==> config.mk <==
export PLATFORM = sky130hd
export DESIGN_NAME = error_injector_multimode
export DESIGN_NICKNAME = d
export VERILOG_FILES = /design/src/rtl/error_injector_multimode.sv
export SDC_FILE = /design/constraint.sdc
export NUM_CORES = 1
export LEC_CHECK = 0
export ABC_AREA = 1
export BUFFER_PORTS_ARGS = -buffer_cell sky130_fd_sc_hd__buf_2
export CORE_UTILIZATION = 47
export DETAILED_ROUTE_END_ITERATION = 6
export GPL_TIMING_DRIVEN = 0
export PLACE_DENSITY = 0.66
export SETUP_SLACK_MARGIN = 0.2
export SYNTH_ARGS = -nofsm -noshare
export SYNTH_HDL_FRONTEND = slang
export SYNTH_SLANG_ARGS = --single-unit
==> constraint.sdc <==
create_clock -name i_clk -period 10.9 [get_ports i_clk]
set_input_delay 2.725 -clock i_clk [delete_from_list [all_inputs] [get_ports i_clk]]
set_output_delay 2.725 -clock i_clk [all_outputs]
set_load 0.02 [all_outputs]
==> src/rtl/error_injector_multimode.sv <==
// -----------------------------------------------------------------------------
// error_injector_multimode
//
// Multi-mode fault injector placed between an AN-code encoder and its decoder.
// Words pass through a one-cycle register stage. Once armed, a 32-bit LFSR
// compared against a programmable threshold decides whether a valid word
// triggers a fault event. The event corrupts one bit, chosen either by a fixed
// index or by the LFSR, as stuck-at-0, stuck-at-1 or bit-flip. The event lasts
// one word, N words or until cleared.
//
// Ports
//   i_clk, i_rst_n      clock (rising edge), asynchronous active-low reset
//   i_clk_en            global advance; low freezes every register
//   i_cfg_load          latch threshold/mode/duration/index config (IDLE only)
//   i_threshold         trigger when lfsr < threshold (unsigned)
//   i_mode              00 off, 01 stuck-at-0, 10 stuck-at-1, 11 bit-flip
//   i_duration          words per event, 0 = permanent until i_clear
//   i_random_idx_en     1: LFSR-derived bit index, 0: i_fixed_idx
//   i_fixed_idx         fixed target bit
//   i_arm / i_clear     IDLE -> ARMED / abort and return to IDLE
//   i_valid, i_codeword input word
//   o_valid, o_codeword registered, possibly corrupted word
//   o_fault_hit         the registered word was corrupted
//   o_fault_idx         bit index of the current or last fault
//   o_inject_count      saturating count of trigger events since reset
//   o_busy              state != IDLE
// -----------------------------------------------------------------------------
module error_injector_multimode #(
   parameter int unsigned CODEWORD_LENGTH = 29,
   parameter int unsigned IDX_WIDTH       = 5,
   parameter logic [31:0] LFSR_SEED       = 32'hACE10001
) (
   input  logic                       i_clk,
   input  logic                       i_rst_n,
   input  logic                       i_clk_en,
   input  logic                       i_cfg_load,
   input  logic [31:0]                i_threshold,
   input  logic [1:0]                 i_mode,
   input  logic [15:0]                i_duration,
   input  logic                       i_random_idx_en,
   input  logic [IDX_WIDTH-1:0]       i_fixed_idx,
   input  logic                       i_arm,
   input  logic                       i_clear,
   input  logic                       i_valid,
   input  logic [CODEWORD_LENGTH-1:0] i_codeword,
   output logic                       o_valid,
   output logic [CODEWORD_LENGTH-1:0] o_codeword,
   output logic                       o_fault_hit,
   output logic [IDX_WIDTH-1:0]       o_fault_idx,
   output logic [15:0]                o_inject_count,
   output logic                       o_busy
);

   typedef enum logic [1:0] {ST_IDLE, ST_ARMED, ST_ACTIVE} state_e;

   localparam logic [1:0] MODE_OFF  = 2'b00;
   localparam logic [1:0] MODE_SA0  = 2'b01;
   localparam logic [1:0] MODE_SA1  = 2'b10;
   localparam logic [1:0] MODE_FLIP = 2'b11;

   localparam logic [CODEWORD_LENGTH-1:0] ONE_LSB = CODEWORD_LENGTH'(1);

   function automatic logic [CODEWORD_LENGTH-1:0] corrupt(
      input logic [CODEWORD_LENGTH-1:0] data,
      input logic [CODEWORD_LENGTH-1:0] mask,
      input logic [1:0]                 mode
   );
      case (mode)
         MODE_SA0:  corrupt = data & ~mask;
         MODE_SA1:  corrupt = data | mask;
         MODE_FLIP: corrupt = data ^ mask;
         default:   corrupt = data;
      endcase
   endfunction

   state_e                       state_q, state_d;
   logic [31:0]                  lfsr_q, lfsr_d;
   logic [31:0]                  thr_q, thr_d;
   logic [1:0]                   mode_q, mode_d;
   logic [15:0]                  dur_q, dur_d;
   logic                         rnd_en_q, rnd_en_d;
   logic [IDX_WIDTH-1:0]         fixed_idx_q, fixed_idx_d;
   logic [CODEWORD_LENGTH-1:0]   mask_q, mask_d;
   logic [15:0]                  remaining_q, remaining_d;
   logic [IDX_WIDTH-1:0]         fault_idx_q, fault_idx_d;
   logic [15:0]                  inject_count_q, inject_count_d;
   logic                         valid_q, valid_d;
   logic [CODEWORD_LENGTH-1:0]   codeword_q, codeword_d;
   logic                         fault_hit_q, fault_hit_d;
   logic                         busy_q, busy_d;

   logic [IDX_WIDTH-1:0]         cur_idx;
   logic [CODEWORD_LENGTH-1:0]   new_mask;
   logic [CODEWORD_LENGTH-1:0]   apply_mask;
   logic                         trigger;

   // An out-of-range fixed index shifts the single bit past the MSB, leaving an
   // all-zero mask while the event still counts as a trigger.
   assign cur_idx  = i_random_idx_en_sel();
   assign new_mask = ONE_LSB << cur_idx;
   assign trigger  = i_valid && (mode_q != MODE_OFF) && (lfsr_q < thr_q);

   function automatic logic [IDX_WIDTH-1:0] i_random_idx_en_sel();
      if (rnd_en_q) i_random_idx_en_sel = IDX_WIDTH'({16'd0, lfsr_q[15:0]} % CODEWORD_LENGTH);
      else          i_random_idx_en_sel = fixed_idx_q;
   endfunction

   // NOTE: every always_comb output gets a default first, so no path can
   // leave a signal unassigned and infer a latch.
   always_comb begin
      state_d        = state_q;
      thr_d          = thr_q;
      mode_d         = mode_q;
      dur_d          = dur_q;
      rnd_en_d       = rnd_en_q;
      fixed_idx_d    = fixed_idx_q;
      mask_d         = mask_q;
      remaining_d    = remaining_q;
      fault_idx_d    = fault_idx_q;
      inject_count_d = inject_count_q;
      apply_mask     = '0;
      fault_hit_d    = 1'b0;

      // Fibonacci taps for x^32 + x^22 + x^2 + x + 1; runs in every state.
      lfsr_d = {lfsr_q[30:0], lfsr_q[31] ^ lfsr_q[21] ^ lfsr_q[1] ^ lfsr_q[0]};

      if (i_clear) begin
         state_d     = ST_IDLE;
         mask_d      = '0;
         remaining_d = '0;
      end else begin
         case (state_q)
            ST_IDLE: begin
               if (i_cfg_load) begin
                  thr_d       = i_threshold;
                  mode_d      = i_mode;
                  dur_d       = i_duration;
                  rnd_en_d    = i_random_idx_en;
                  fixed_idx_d = i_fixed_idx;
               end
               if (i_arm) state_d = ST_ARMED;
            end
            ST_ARMED: begin
               if (trigger) begin
                  mask_d      = new_mask;
                  fault_idx_d = cur_idx;
                  apply_mask  = new_mask;
                  fault_hit_d = 1'b1;
                  if (inject_count_q != 16'hFFFF) inject_count_d = inject_count_q + 16'd1;
                  if (dur_q == 16'd0) begin
                     state_d = ST_ACTIVE;
                  end else if (dur_q != 16'd1) begin
                     state_d     = ST_ACTIVE;
                     remaining_d = dur_q - 16'd1;
                  end
               end
            end
            ST_ACTIVE: begin
               if (i_valid) begin
                  apply_mask  = mask_q;
                  fault_hit_d = 1'b1;
                  // Permanent events (dur 0) never count down.
                  if (dur_q != 16'd0) begin
                     remaining_d = remaining_q - 16'd1;
                     if (remaining_q == 16'd1) state_d = ST_ARMED;
                  end
               end
            end
            default: state_d = ST_IDLE;
         endcase
      end

      valid_d    = i_valid;
      codeword_d = corrupt(i_codeword, apply_mask, mode_q);
      busy_d     = (state_d != ST_IDLE);
   end

   // NOTE: sequential state uses non-blocking assignments so every flop
   // samples the pre-edge values regardless of statement order.
   always_ff @(posedge i_clk or negedge i_rst_n) begin
      if (!i_rst_n) begin
         state_q        <= ST_IDLE;
         lfsr_q         <= LFSR_SEED;
         thr_q          <= '0;
         mode_q         <= MODE_OFF;
         dur_q          <= '0;
         rnd_en_q       <= 1'b0;
         fixed_idx_q    <= '0;
         mask_q         <= '0;
         remaining_q    <= '0;
         fault_idx_q    <= '0;
         inject_count_q <= '0;
         valid_q        <= 1'b0;
         codeword_q     <= '0;
         fault_hit_q    <= 1'b0;
         busy_q         <= 1'b0;
      end else if (i_clk_en) begin
         state_q        <= state_d;
         lfsr_q         <= lfsr_d;
         thr_q          <= thr_d;
         mode_q         <= mode_d;
         dur_q          <= dur_d;
         rnd_en_q       <= rnd_en_d;
         fixed_idx_q    <= fixed_idx_d;
         mask_q         <= mask_d;
         remaining_q    <= remaining_d;
         fault_idx_q    <= fault_idx_d;
         inject_count_q <= inject_count_d;
         valid_q        <= valid_d;
         codeword_q     <= codeword_d;
         fault_hit_q    <= fault_hit_d;
         busy_q         <= busy_d;
      end
   end

   assign o_valid        = valid_q;
   assign o_codeword     = codeword_q;
   assign o_fault_hit    = fault_hit_q;
   assign o_fault_idx    = fault_idx_q;
   assign o_inject_count = inject_count_q;
   assign o_busy         = busy_q;

endmodule

### After elaboration in Yosys (flattened, before gate mapping)

Index checks and enable logic that the tools add are counted.

| cells by class | value |
|---|---|
| add/sub/neg operators | 3 |
| multipliers | 0 |
| div/mod/pow operators | 1 |
| order comparisons | 1 |
| equality and inequality tests | 13 |
| shifts and indexed selects | 1 |
| mux-type cells | 29 |
| bitwise operators | 8 |
| reduce and logical (&&, ||, !) cells | 15 |

Operator list:

| cell | number |
|---|---|
| 29-bit two-way mux | 6 |
| 16-bit two-way mux | 6 |
| 29-bit case mux with 3 select lines | 1 |
| 29-bit case mux with 2 select lines | 1 |
| 32-bit < comparator | 1 |
| 16-bit by 5-bit modulo with 32-bit output (second input constant) | 1 |
| 16-bit case mux with 2 select lines | 1 |
| 16-bit by 1-bit subtractor with 16-bit output (second input constant) | 2 |
| 29-bit AND | 1 |
| 29-bit inverter | 1 |
| 29-bit OR | 1 |
| 1-bit by 5-bit << shifter with 29-bit output (first input constant) | 1 |
| 29-bit XOR | 1 |
| 16-bit by 1-bit adder with 16-bit output (second input constant) | 1 |
| 16-bit by 1-bit equality test with 1-bit output (second input constant) | 1 |
| 16-bit zero test | 1 |
| 2-bit two-way mux | 8 |
| 16-bit by 1-bit != test with 1-bit output (second input constant) | 1 |
| 16-bit != test (second input constant) | 1 |
| 16-bit nonzero test | 1 |
| 3-bit != test (second input constant) | 5 |
| 4-bit AND reduction | 2 |
| 2-bit nonzero test | 4 |
| 7-bit AND reduction | 1 |
| 13 further kinds | 21 |

| word-level totals | value |
|---|---|
| flip-flop bits (word level) | 188 |
| latch bits | 0 |
| memory bits (writable) | 0 |
| ROM bits | 0 |
| input bits | 92 |
| output and inout port bits | 53 |
| word-level logic and storage cells | 86 |
| memories kept | 0 |

### Logic depth before layout (Yosys ltp)

| depth | value |
|---|---|
| depth in word-level cells | 9 |
| depth in mapped cells | 84 |
| mapped depth without buffers | 82 |

### Worst setup path before layout

OpenSTA, ideal clock, no wires.

| path | value |
|---|---|
| path type | reg-to-reg |
| from | reg lfsr_q[12] |
| to | reg codeword_q[16], in the netlist o_codeword[16] |
| library setup time | 0.133 ns |
| arrival time | 8.179 ns |
| data required time | 10.767 ns |
| slack | 2.588 ns |
| cell stages (with the launch flop) | 71 |
| path buffers | 1 |
| clock period less this slack | 8.312 ns |
| path through | dfrtp_1 -> buf_4 -> nor2_4 -> nor3_1 -> ha_1 -> inv_1 -> nand3_1 -> nand2_1 -> nand3_2 -> inv_2 -> nand2_4 -> nand2_1 -> o21ai_0 -> nor2_2 -> nand4_2 -> nand2_1 -> nand2_2 -> nor2_4 -> [35 not listed] -> ha_1 -> nor2_1 -> nand2_1 -> nand2_2 -> nor2_4 -> nand2_4 -> nand2_1 -> nand3_1 -> and2b_4 -> nor2_4 -> nand2_1 -> o21ai_1 -> nand2_1 -> ha_1 -> nand2_1 -> o21ai_0 -> a221oi_1 -> o21ai_0 |

| on the way | value |
|---|---|
| word-level cells in the longest chain between the ends | 9 |
| elaborated cells between the ends (all ways) | 13 |
| those cells by class | div (1); order compare (1); shift (1); mux (5); bitwise (4); reduce/logical (1) |

Ends and longest elaborated chain:

| element | line | text |
|---|---|---|
| start, declared | 77 | `logic [31:0] lfsr_q, lfsr_d;` |
| start signal, assigned | 199 | `lfsr_q <= lfsr_d;` |
| 16-bit by 5-bit modulo with 32-bit output | 104 | `if (rnd_en_q) i_random_idx_en_sel = IDX_WIDTH'({16'd0, lfsr_q[15:0]} % CODEWORD_LENGTH);` |
| 5-bit two-way mux | 104 |  |
| 1-bit by 5-bit << shifter with 29-bit output | 100 | `assign new_mask = ONE_LSB << cur_idx;` |
| 29-bit two-way mux * | 144 | `if (trigger) begin` |
| 29-bit case mux with 2 select lines * | 132 | `case (state_q)` |
| 29-bit two-way mux * | 127 | `if (i_clear) begin` |
| 29-bit inverter | 69 | `MODE_SA0: corrupt = data & ~mask;` |
| 29-bit AND | 69 |  |
| 29-bit case mux with 3 select lines * | 68 | `case (mode)` |
| end signal, assigned | 210 | `codeword_q <= codeword_d;` |
| end, declared | 88 | `logic [CODEWORD_LENGTH-1:0] codeword_q, codeword_d;` |

Every way passes the cells marked *; elsewhere a longest branch is shown, timed or not.
A chain may end at the register's enable or synchronous reset.

### Final worst setup path

| path | value |
|---|---|
| from | reg lfsr_q[12] |
| to | reg codeword_q[19], in the netlist o_codeword[19] |

Same word-level chain as after synthesis.

==> metrics <==
Slew @ Worst Pin=953.4 ps; first-pass GRT wire length=60950 um; die height=171.5 um; Avg WL per Cell=around 16 um; Crit path largest cell delay=400 ps; ANT cells=0; worst min-delay path class=reg -> reg; worst setup path category=reg -> reg; register area share after synthesis=0.3491; Place WS=909.2 ps; most common flop cell mapped by yosys=dfrtp_1; later-pin clock latency in the skew report=approximately 460 ps; asr flop ratio synth=1.000; Pre-Repair DR Iteration Count=7; Detailed Route Iter0 Violations=784; layout cell share with drive strength beyond 1=0.1780; CP required=11220 ps; area grow syn2layout=13.74%; vias per cell=5.343; status=complete, no violations; TritonCTS Buffers=17; gr usage total=0.2636; # port buffers=144; via count of the routed design=12647; Seq cells post-synth=188; RePlAce Congestion=~0.88; hold buffers post-CTS=0; CTS tree=built; Unique masters post-synth=63; Filler cells=2735; Final Max Tran Viols=0; Placeable Area=between 0.02 and 0.03 mm^2; grt ovf=0; cell area after technology mapping=around 0.014 mm^2; Slew headroom=0.3644; flop2flop setup slack=1070 ps; Clock Skew=around 16 ps; die extent in x=171.5 um; vias in the first global route=12248; Syn Nets=2004; die area=0.02942 mm^2; Antenna Nets Post-Route=0; Fin. Hold Viols=0; antenna violations before repair=0; fin worst setup slack=1070 ps; final setup fails=0; DRC viols=0; total I/O pin count=145; max-cap check violation count=0; Initial Util=0.4822; Syn Inst Count=between 1500 and 2000; site row count=61; Ys Warns=0; Worst Path Arrival=around 10000 ps; EDFF count, synth=0; WHS=between 400 and 500 ps; H-tree depth=4; Critical Path Sink Type=register; critical path startpoint category=register; drt total wl=37260 um; CTS Root Cell=clkbuf_16; critical path's slowest cell=dfrtp_1; syn_area_per_cell=7.466 um^2; Worst Path Max Fanout=8; RSZ-0062 raised after global routing=false; fin crit share=0.9018; Final Net Count=2171; fmax=0.1017 GHz; Max Buffers Root-to-Sink=2; largest net degree at the start of global routing=118; setup TNS=0 ps; Reg clk slew, reported paths=70 ps; Post-DP HPWL=around 28000 um; CTS Sinks=188; fin crit period=between 9000 and 10000 ps; cell mode on critical path=nand2_1
-- layout make-up --
type | instances | area (um^2) | share of cell area
flip-flops and latches | 188 | 4717 | 0.3071
clock buffers | 20 | 456.7 | 0.02973
plain buffers | 71 | 301.5 | 0.01963
repair buffers | 148 | 780.7 | 0.05082
multi-input cells | 1342 | 7726 | 0.5029
clock inverters | 12 | 125.1 | 0.008145
inverters | 208 | 782.0 | 0.05090
well taps | 378 | 473.0 | 0.03079
-- stage by stage --
step,utilization,instances,cell area [um^2]
after floorplan,-,1809,13510
after global placement,0.5248,2331,14700
after detailed placement,0.5262,2332,14740
after CTS,0.5469,2364,15320
after global routing,0.5484,2367,15360
final,0.5484,2367,15360
-- critical path, delay by kind of cell, from the launching register on --
family	cells	cell delay, ps
buf+inv	5	520
simple gates	59	6690
compound gates	5	740
xor+xnor	1	280
flops	1	400
fa+ha+maj	4	1020
-- placed cells by master (no fill, tap or decap), types with 9 or more instances in the layout --
cell,n
nand4_1,30
nand2_1,459
a221oi_1,30
o21ai_1,34
nor2_2,12
o21ai_0,131
nor2_1,126
inv_1,184
dfrtp_1,178
xor2_1,25
dfstp_2,9
inv_2,21
ha_1,103
clkbuf_1,56
nor2_4,15
clkbuf_16,17
nand3_1,132
a21oi_1,75
mux2_2,12
nand3_2,15
nand2_2,42
buf_2,150
-- routing by layer --
metal | share of wire | up-vias | wire (um) | global-route usage
met2 | 0.47 | 312 | 17700 | 0.4397
met3 | 0.052 | 41 | 1927 | 0.04464
met1 | 0.46 | 6002 | 17010 | 0.3501
li1 | - | 6292 | - | -
met4 | 0.017 | 0 | 625 | 0.07376
met5 | 0 | - | 0 | 0
-- state kept, by name, indices dropped and copies added, names as in the netlist --
register	count
o_inject_count	16
o_valid	1
rnd_en_q	1
mask_q	29
thr_q	32
dur_q	16
mode_q	2
lfsr_q	32
o_codeword	29
o_fault_idx	5
o_fault_hit	1
remaining_q	16
o_busy	1
state_q	2
fixed_idx_q	5
-- synth_stat cells, drive strengths merged (2+ instances only) --
library cell | n | area share
clkinv | 3 | 0.00093
buf | 16 | 0.0070
and2 | 2 | 0.0010
a221o | 2 | 0.0015
o21bai | 3 | 0.0025
o2111ai | 2 | 0.0013
a221oi | 31 | 0.020
mux2 | 12 | 0.010
o211ai | 6 | 0.0033
clkbuf | 55 | 0.015
or2 | 6 | 0.0028
nor2 | 154 | 0.054
xnor2 | 7 | 0.0045
a211oi | 2 | 0.0011
xor2 | 26 | 0.017
nand3b | 4 | 0.0022
dfstp | 9 | 0.018
nor3 | 9 | 0.0042
a21boi | 3 | 0.0017
nand3 | 152 | 0.067
nand2 | 509 | 0.15
o31ai | 3 | 0.0017
o21ai | 170 | 0.065
o311ai | 2 | 0.0013
inv | 205 | 0.057
o21a | 5 | 0.0028
a21oi | 75 | 0.028
nand4 | 33 | 0.017
o41ai | 3 | 0.0019
dfrtp | 179 | 0.33
ha | 103 | 0.095
nor4 | 8 | 0.0037
-- what timing repair did --
action / in CTS / in global routing
endpoints found under the setup margin: 0 / 29
setup buffers: 0 / 3
resized for setup: 0 / 4
-- path summary, 6_finish.rpt --
check,start,to,cells after the start
worst min-delay path,mask_q[14],mask_q[14],2
max in group asynchronous,i_rst_n,lfsr_q[13],2
worst max register to register,lfsr_q[12],o_codeword[19],74
worst max-delay path,lfsr_q[12],o_codeword[19],74
worst min register to register,mask_q[14],mask_q[14],2
min in group asynchronous,i_rst_n,dur_q[9],1
-- cell families (layout without fill, tap and decap cells) --
family | count (synthesis) | count (layout) | share of synthesized area
buffers and inverters | 279 | 459 | 0.08022
multiplexers | 12 | 12 | 0.01000
AND/OR/NAND/NOR | 881 | 881 | 0.3080
XOR/XNOR | 33 | 33 | 0.02140
AO/OA/AOI/OAI | 313 | 313 | 0.1358
adder cells (fa/ha/maj) | 103 | 103 | 0.09541
flip-flops | 188 | 188 | 0.3491
Power is not shown: default switching activity piles up to over one toggle a cycle in this logic, so the estimate is an artifact.
